==> config.mk <==
export PLATFORM = sky130hd
export DESIGN_NAME = patbuf_write_arb
export DESIGN_NICKNAME = d
export VERILOG_FILES = /design/src/rtl/patbuf_write_arb.sv
export SDC_FILE = /design/constraint.sdc
export NUM_CORES = 1
export LEC_CHECK = 0
export ABC_AREA = 0
export CAP_MARGIN = 30
export CORE_MARGIN = 3
export CORE_UTILIZATION = 45
export CTS_BUF_LIST = sky130_fd_sc_hd__clkbuf_16
export DETAILED_ROUTE_END_ITERATION = 10
export GPL_ROUTABILITY_DRIVEN = 0
export HOLD_SLACK_MARGIN = 0.05
export PLACE_DENSITY = 0.78
export SLEW_MARGIN = 20
export SYNTH_ARGS = -nofsm -noshare
export SYNTH_HDL_FRONTEND = slang
export SYNTH_SLANG_ARGS = --single-unit
==> constraint.sdc <==
create_clock -name clk -period 3.1 [get_ports clk]
set_input_delay 0.93 -clock clk [delete_from_list [all_inputs] [get_ports clk]]
set_output_delay 0.93 -clock clk [all_outputs]
set_load 0.01 [all_outputs]
==> src/rtl/patbuf_write_arb.sv <==
// Write-side arbiter for the pattern buffer: fixed-priority core writes over a bursting bulk loader.
// Optional macro PATBUF_LIVE_LOCK_EN adds live_buf/live_lock to stall bursts into the buffer in use.
module patbuf_write_arb #(
   parameter int unsigned BUFFER_SIZE  = 22,
   parameter int unsigned BUFFER_WIDTH = 8,
   parameter int unsigned NO_BUFS      = 8
) (
   input  logic                    clk,
   input  logic                    rst,
   input  logic                    cpu_req,
   input  logic [2:0]              cpu_buf,
   input  logic [4:0]              cpu_field,
   input  logic [BUFFER_WIDTH-1:0] cpu_data,
   output logic                    cpu_ack,
   input  logic                    ld_start,
   input  logic [2:0]              ld_buf,
   input  logic [4:0]              ld_first,
   input  logic [4:0]              ld_count,
   input  logic                    ld_valid,
   input  logic [BUFFER_WIDTH-1:0] ld_data,
   output logic                    ld_ready,
   output logic                    ld_busy,
   output logic                    ld_done,
   output logic                    ld_err,
   output logic [2:0]              bufp_out,
   output logic [BUFFER_SIZE-1:0]  fieldwp_out,
   output logic [BUFFER_WIDTH-1:0] field_in_out,
   output logic                    field_write_out
`ifdef PATBUF_LIVE_LOCK_EN
   ,
   input  logic [2:0]              live_buf,
   input  logic [0:0]              live_lock
`endif
);

   typedef enum logic {S_IDLE, S_LOAD} state_t;

   localparam logic [BUFFER_SIZE-1:0] FIELD_ONE = BUFFER_SIZE'(1);

   state_t                  state, state_nxt;
   logic [2:0]              lbuf, lbuf_nxt;
   logic [4:0]              ptr, ptr_nxt;
   logic [4:0]              rem, rem_nxt;
   logic                    err_nxt, done_nxt;
   logic                    beat;
   logic                    ld_stall;
   logic                    cpu_ok;
   logic                    ld_bad;
   logic                    wr_en;
   logic [2:0]              wr_buf;
   logic [4:0]              wr_field;
   logic [BUFFER_WIDTH-1:0] wr_data;

`ifdef PATBUF_LIVE_LOCK_EN
   assign ld_stall = live_lock[0] && (lbuf == live_buf);
`else
   assign ld_stall = 1'b0;
`endif

   assign cpu_ok = ({27'd0, cpu_field} < BUFFER_SIZE) && ({29'd0, cpu_buf} < NO_BUFS);

   // Range check done at 6 bits so first+count cannot wrap and slip past the limit.
   assign ld_bad = (ld_count == 5'd0)
                || (({1'b0, ld_first} + {1'b0, ld_count}) > 6'(BUFFER_SIZE))
                || ({29'd0, ld_buf} >= NO_BUFS);

   always_comb begin
      state_nxt = state;
      lbuf_nxt  = lbuf;
      ptr_nxt   = ptr;
      rem_nxt   = rem;
      err_nxt   = 1'b0;
      done_nxt  = 1'b0;
      beat      = 1'b0;
      ld_ready  = 1'b0;
      ld_busy   = (state == S_LOAD);
      wr_en     = 1'b0;
      wr_buf    = cpu_buf;
      wr_field  = cpu_field;
      wr_data   = cpu_data;

      case (state)
         S_IDLE: begin
            if (ld_start) begin
               if (ld_bad) begin
                  err_nxt = 1'b1;
               end else begin
                  lbuf_nxt  = ld_buf;
                  ptr_nxt   = ld_first;
                  rem_nxt   = ld_count;
                  state_nxt = S_LOAD;
               end
            end
         end
         S_LOAD: begin
            ld_ready = !cpu_req && !ld_stall;
            beat     = ld_valid && ld_ready;
            if (beat) begin
               ptr_nxt = ptr + 5'd1;
               rem_nxt = rem - 5'd1;
               if (rem == 5'd1) begin
                  done_nxt  = 1'b1;
                  state_nxt = S_IDLE;
               end
            end
         end
         default: state_nxt = S_IDLE;
      endcase

      // Core request always owns the port; an out-of-range core request still blocks the loader.
      if (cpu_req) begin
         wr_en = cpu_ok;
      end else if (beat) begin
         wr_en    = 1'b1;
         wr_buf   = lbuf;
         wr_field = ptr;
         wr_data  = ld_data;
      end
   end

   always_ff @(posedge clk) begin
      if (rst) begin
         state           <= S_IDLE;
         lbuf            <= '0;
         ptr             <= '0;
         rem             <= '0;
         cpu_ack         <= 1'b0;
         ld_done         <= 1'b0;
         ld_err          <= 1'b0;
         bufp_out        <= '0;
         fieldwp_out     <= '0;
         field_in_out    <= '0;
         field_write_out <= 1'b0;
      end else begin
         state           <= state_nxt;
         lbuf            <= lbuf_nxt;
         ptr             <= ptr_nxt;
         rem             <= rem_nxt;
         cpu_ack         <= cpu_req;
         ld_done         <= done_nxt;
         ld_err          <= err_nxt;
         field_write_out <= wr_en;
         fieldwp_out     <= wr_en ? (FIELD_ONE << wr_field) : '0;
         if (wr_en) begin
            bufp_out     <= wr_buf;
            field_in_out <= wr_data;
         end
      end
   end

endmodule

==> flow_summary.ini <==
[layout]
diodes = 0
utilization_pct = 73.1
mostFrequentLayoutCell = clkdlybuf4s50_1
layout.nets = 431
final_cell_mix = clkdlybuf4s50_1 (77), dfxtp_1 (51), nand2_1 (45)
instances_no_fill = 448
area_growth_syn_to_layout_pct = 51.7
drive_above_1_share_pct = 13.1

[yosys]
synth_fp_nets = 331
synthSimpleGateAreaFrac_pct = 24.3
ys_seq_elements = 51
synth_compound_area_share_pct = 18.2
avgSynthCellArea_um2 = 8.45
yosys_warnings = 0
synth_top_family_by_area = simple AND/OR/NAND/NOR gates
yosys-mux-area-fraction_pct = 3.81
synthAdderAreaFrac_pct = 5.55
async_reset_ff_share_pct = 0
synthXorXnorAreaFrac_pct = 0.370
synth_enable_flop_cells = 0
yosysTopAreaCell = dfxtp_1
synthTopCellsByArea = dfxtp_1 (43%), nand2_1 (7.1%), nor2_1 (7.0%)
synth_top_area_share_pct = 43.2
netlist-cell-type-count = 47
netlist_instances = 280
yosys_most_used_dff = dfxtp_1
synth_area_mm2 = 0.00237
yosysSeqAreaShare_pct = 43.2

[setup_path]
endpoint_kind = flop
critical_path_required_ps = 3330
path_class = input port to flop
cp_num_buf_inv = 3
crit_path_max_fanout = 5
start_kind = input port
worstPathCellList = clkdlybuf4s50_1, inv_1, fa_2, nor2b_4, o21ai_1, a221oi_2, a32oi_2, buf_6, a21oi_4, mux2i_1
arrival_ps = 3200
max_stage_delay_ps = 530
r2r_slack_ps = 1260
cp_slowest_cell = clkdlybuf4s50_1
crit_family = compound AO/OA/AOI/OAI gates

[global_routing]
grt_pass1_wl_mm = 10.8
grt_usage_pct = 21.5
use_met2_pct = 35.6
top_usage_layer = met2
grt_max_degree = 26
antenna_found_initial = 0
grt_pass1_vias = 2326
grt.met1_usage_pct = 27.2
gr-total-overflow = 0
use_met3_pct = 5.28

[clock_network]
cts_root_buffer = clkbuf_16
cts.sinks = 51
cts.path.max_buffers = 2
cts.clk_slew.worst_paths_ps = 70
hold_buffers = 0
cts_buffers = 5
clkLatencyLatePin_ps = 290
cts_tree = yes
h-tree-depth = 2

[sta]
setup_viol = 0
period_share_pct = 96.0
hold_violations = 0
slew_headroom_pct = 66.6
slew_viol_final = 0
worst_pin_slew_ps = 487
fin_ws_ps = 123
grt_setup_unrepaired = false
clock.fmax_mhz = 336
layout_min_cycle_time_ps = 2980
fin_skew_ps = 6.93

[die]
die_h_um = 78.5
core_mm2 = 0.00491
rows = 25
start_util_pct = 48.2
die_x_um = 78.5
dieArea_mm2 = 0.00616
io_pins = 81

[routing]
drc = 0
firstDrtPassIters = 4
via_per_inst = 5.46
wl_per_cell_um = 14.9
postRouteAntennaNets = 0
vias = 2446
routed_wl_mm = 6.68
initialDrtViolationCount = 141

[pwr]
p_leak_nw = 1.43
ir_drop_mv = 0.293
power_mw = 1.69
powerDensity_mw_per_mm2 = 472

[place]
place_ws_ps = -523
place_hpwl_mm = 4.87
port-buffer-count = 80
post-place-cells = 437

[hold_path]
hold_path.class = flop to flop

[outcome]
outcome = completed

[flow_run]
drv_cap = 0
## timing repair
action,in CTS,in global routing
resized for setup,5,8
endpoints found under the hold margin,0,0
endpoints found under the setup margin,15,14
buffers inserted,1,1
gates cloned,1,0
pin swaps,3,7
## synthesized netlist by cell type (2+ instances only)
library cell   n
o21ai_1        4
ha_1           8
nor2_1        44
a311oi_1      11
nor4_1         2
a21oi_1        9
o22ai_1        2
o21ai_0        5
buf_1          4
clkbuf_1       6
dfxtp_1       51
nand2_1       45
nor2b_1        6
nand3_1       10
inv_1         12
nor3_1         6
or3_1          5
nand3b_1       2
a211oi_1       3
buf_2          3
o211ai_1       4
o32ai_1        5
mux2i_1        9
## through the flow
stage	hold WS [ps]	cell area [um2]	TNS (ps)
after floorplan	453	2370	0
after global placement	465	3370	-4900
after detailed placement	465	3370	-6900
after CTS	475	3550	0
after global routing	500	3590	0
final	472	3590	0
## sequential cells by signal, summed over array words and instances, names as in the netlist
signal           cells
field_in_out         8
ld_busy              1
field_write_out      1
ld_done              1
bufp_out             3
ld_err               1
ptr                  5
rem                  5
lbuf                 3
fieldwp_out         22
cpu_ack              1
## cell type report
class | instances | area (um2)
fillers | 392 | 1320
clock inverters | 3 | 28.8
flip-flops and latches | 51 | 1020
well taps | 67 | 83.8
multi-input cells | 204 | 1270
inverters | 12 | 45.0
clock buffers | 5 | 125
repair buffers | 106 | 1010
## kinds of logic (layout without fill, tap and decap cells)
group | count (synthesis) | after routing
muxes | 9 | 9
and+or+nand+nor | 127 | 127
DFF | 51 | 51
buffers and inverters | 26 | 126
AOI/OAI and AO/OA | 56 | 57
xor gates and xnor gates | 1 | 1
adders and majority gates | 10 | 10
## layer usage
metal  part of all wire, %  vias to the layer above
li1                      -                     1193
met4                   1.2                        0
met3                   8.2                        9
met1                    44                     1129
met5                     0                        -
met2                    47                      115
## report_power, final
group	internal (mW)	switching (mW)	total (mW)	leakage, nW
combinational	0.211	0.196	0.407	0.939
clock	0.308	0.256	0.564	0.0759
sequential	0.692	0.0298	0.722	0.416
## final timing paths
path | startpoint | to | cells after the start
max reg2reg | ld_busy$_SDFF_PP0_ | fieldwp_out[5]$_SDFF_PP0_ | 7
min | lbuf[0]$_SDFFE_PP0P_ | bufp_out[0]$_SDFFE_PP0P_ | 2
max | ld_first[1] | rem[1]$_SDFFE_PP0P_ | 10
min reg2reg | lbuf[0]$_SDFFE_PP0P_ | bufp_out[0]$_SDFFE_PP0P_ | 2
## tightest hold or removal path: stages, from the launching register on
cell and delay (ps):
dfxtp_1 310, nand2_1 50, a311oi_1 70
No activity file was read; power rests on OpenSTA's default activity.
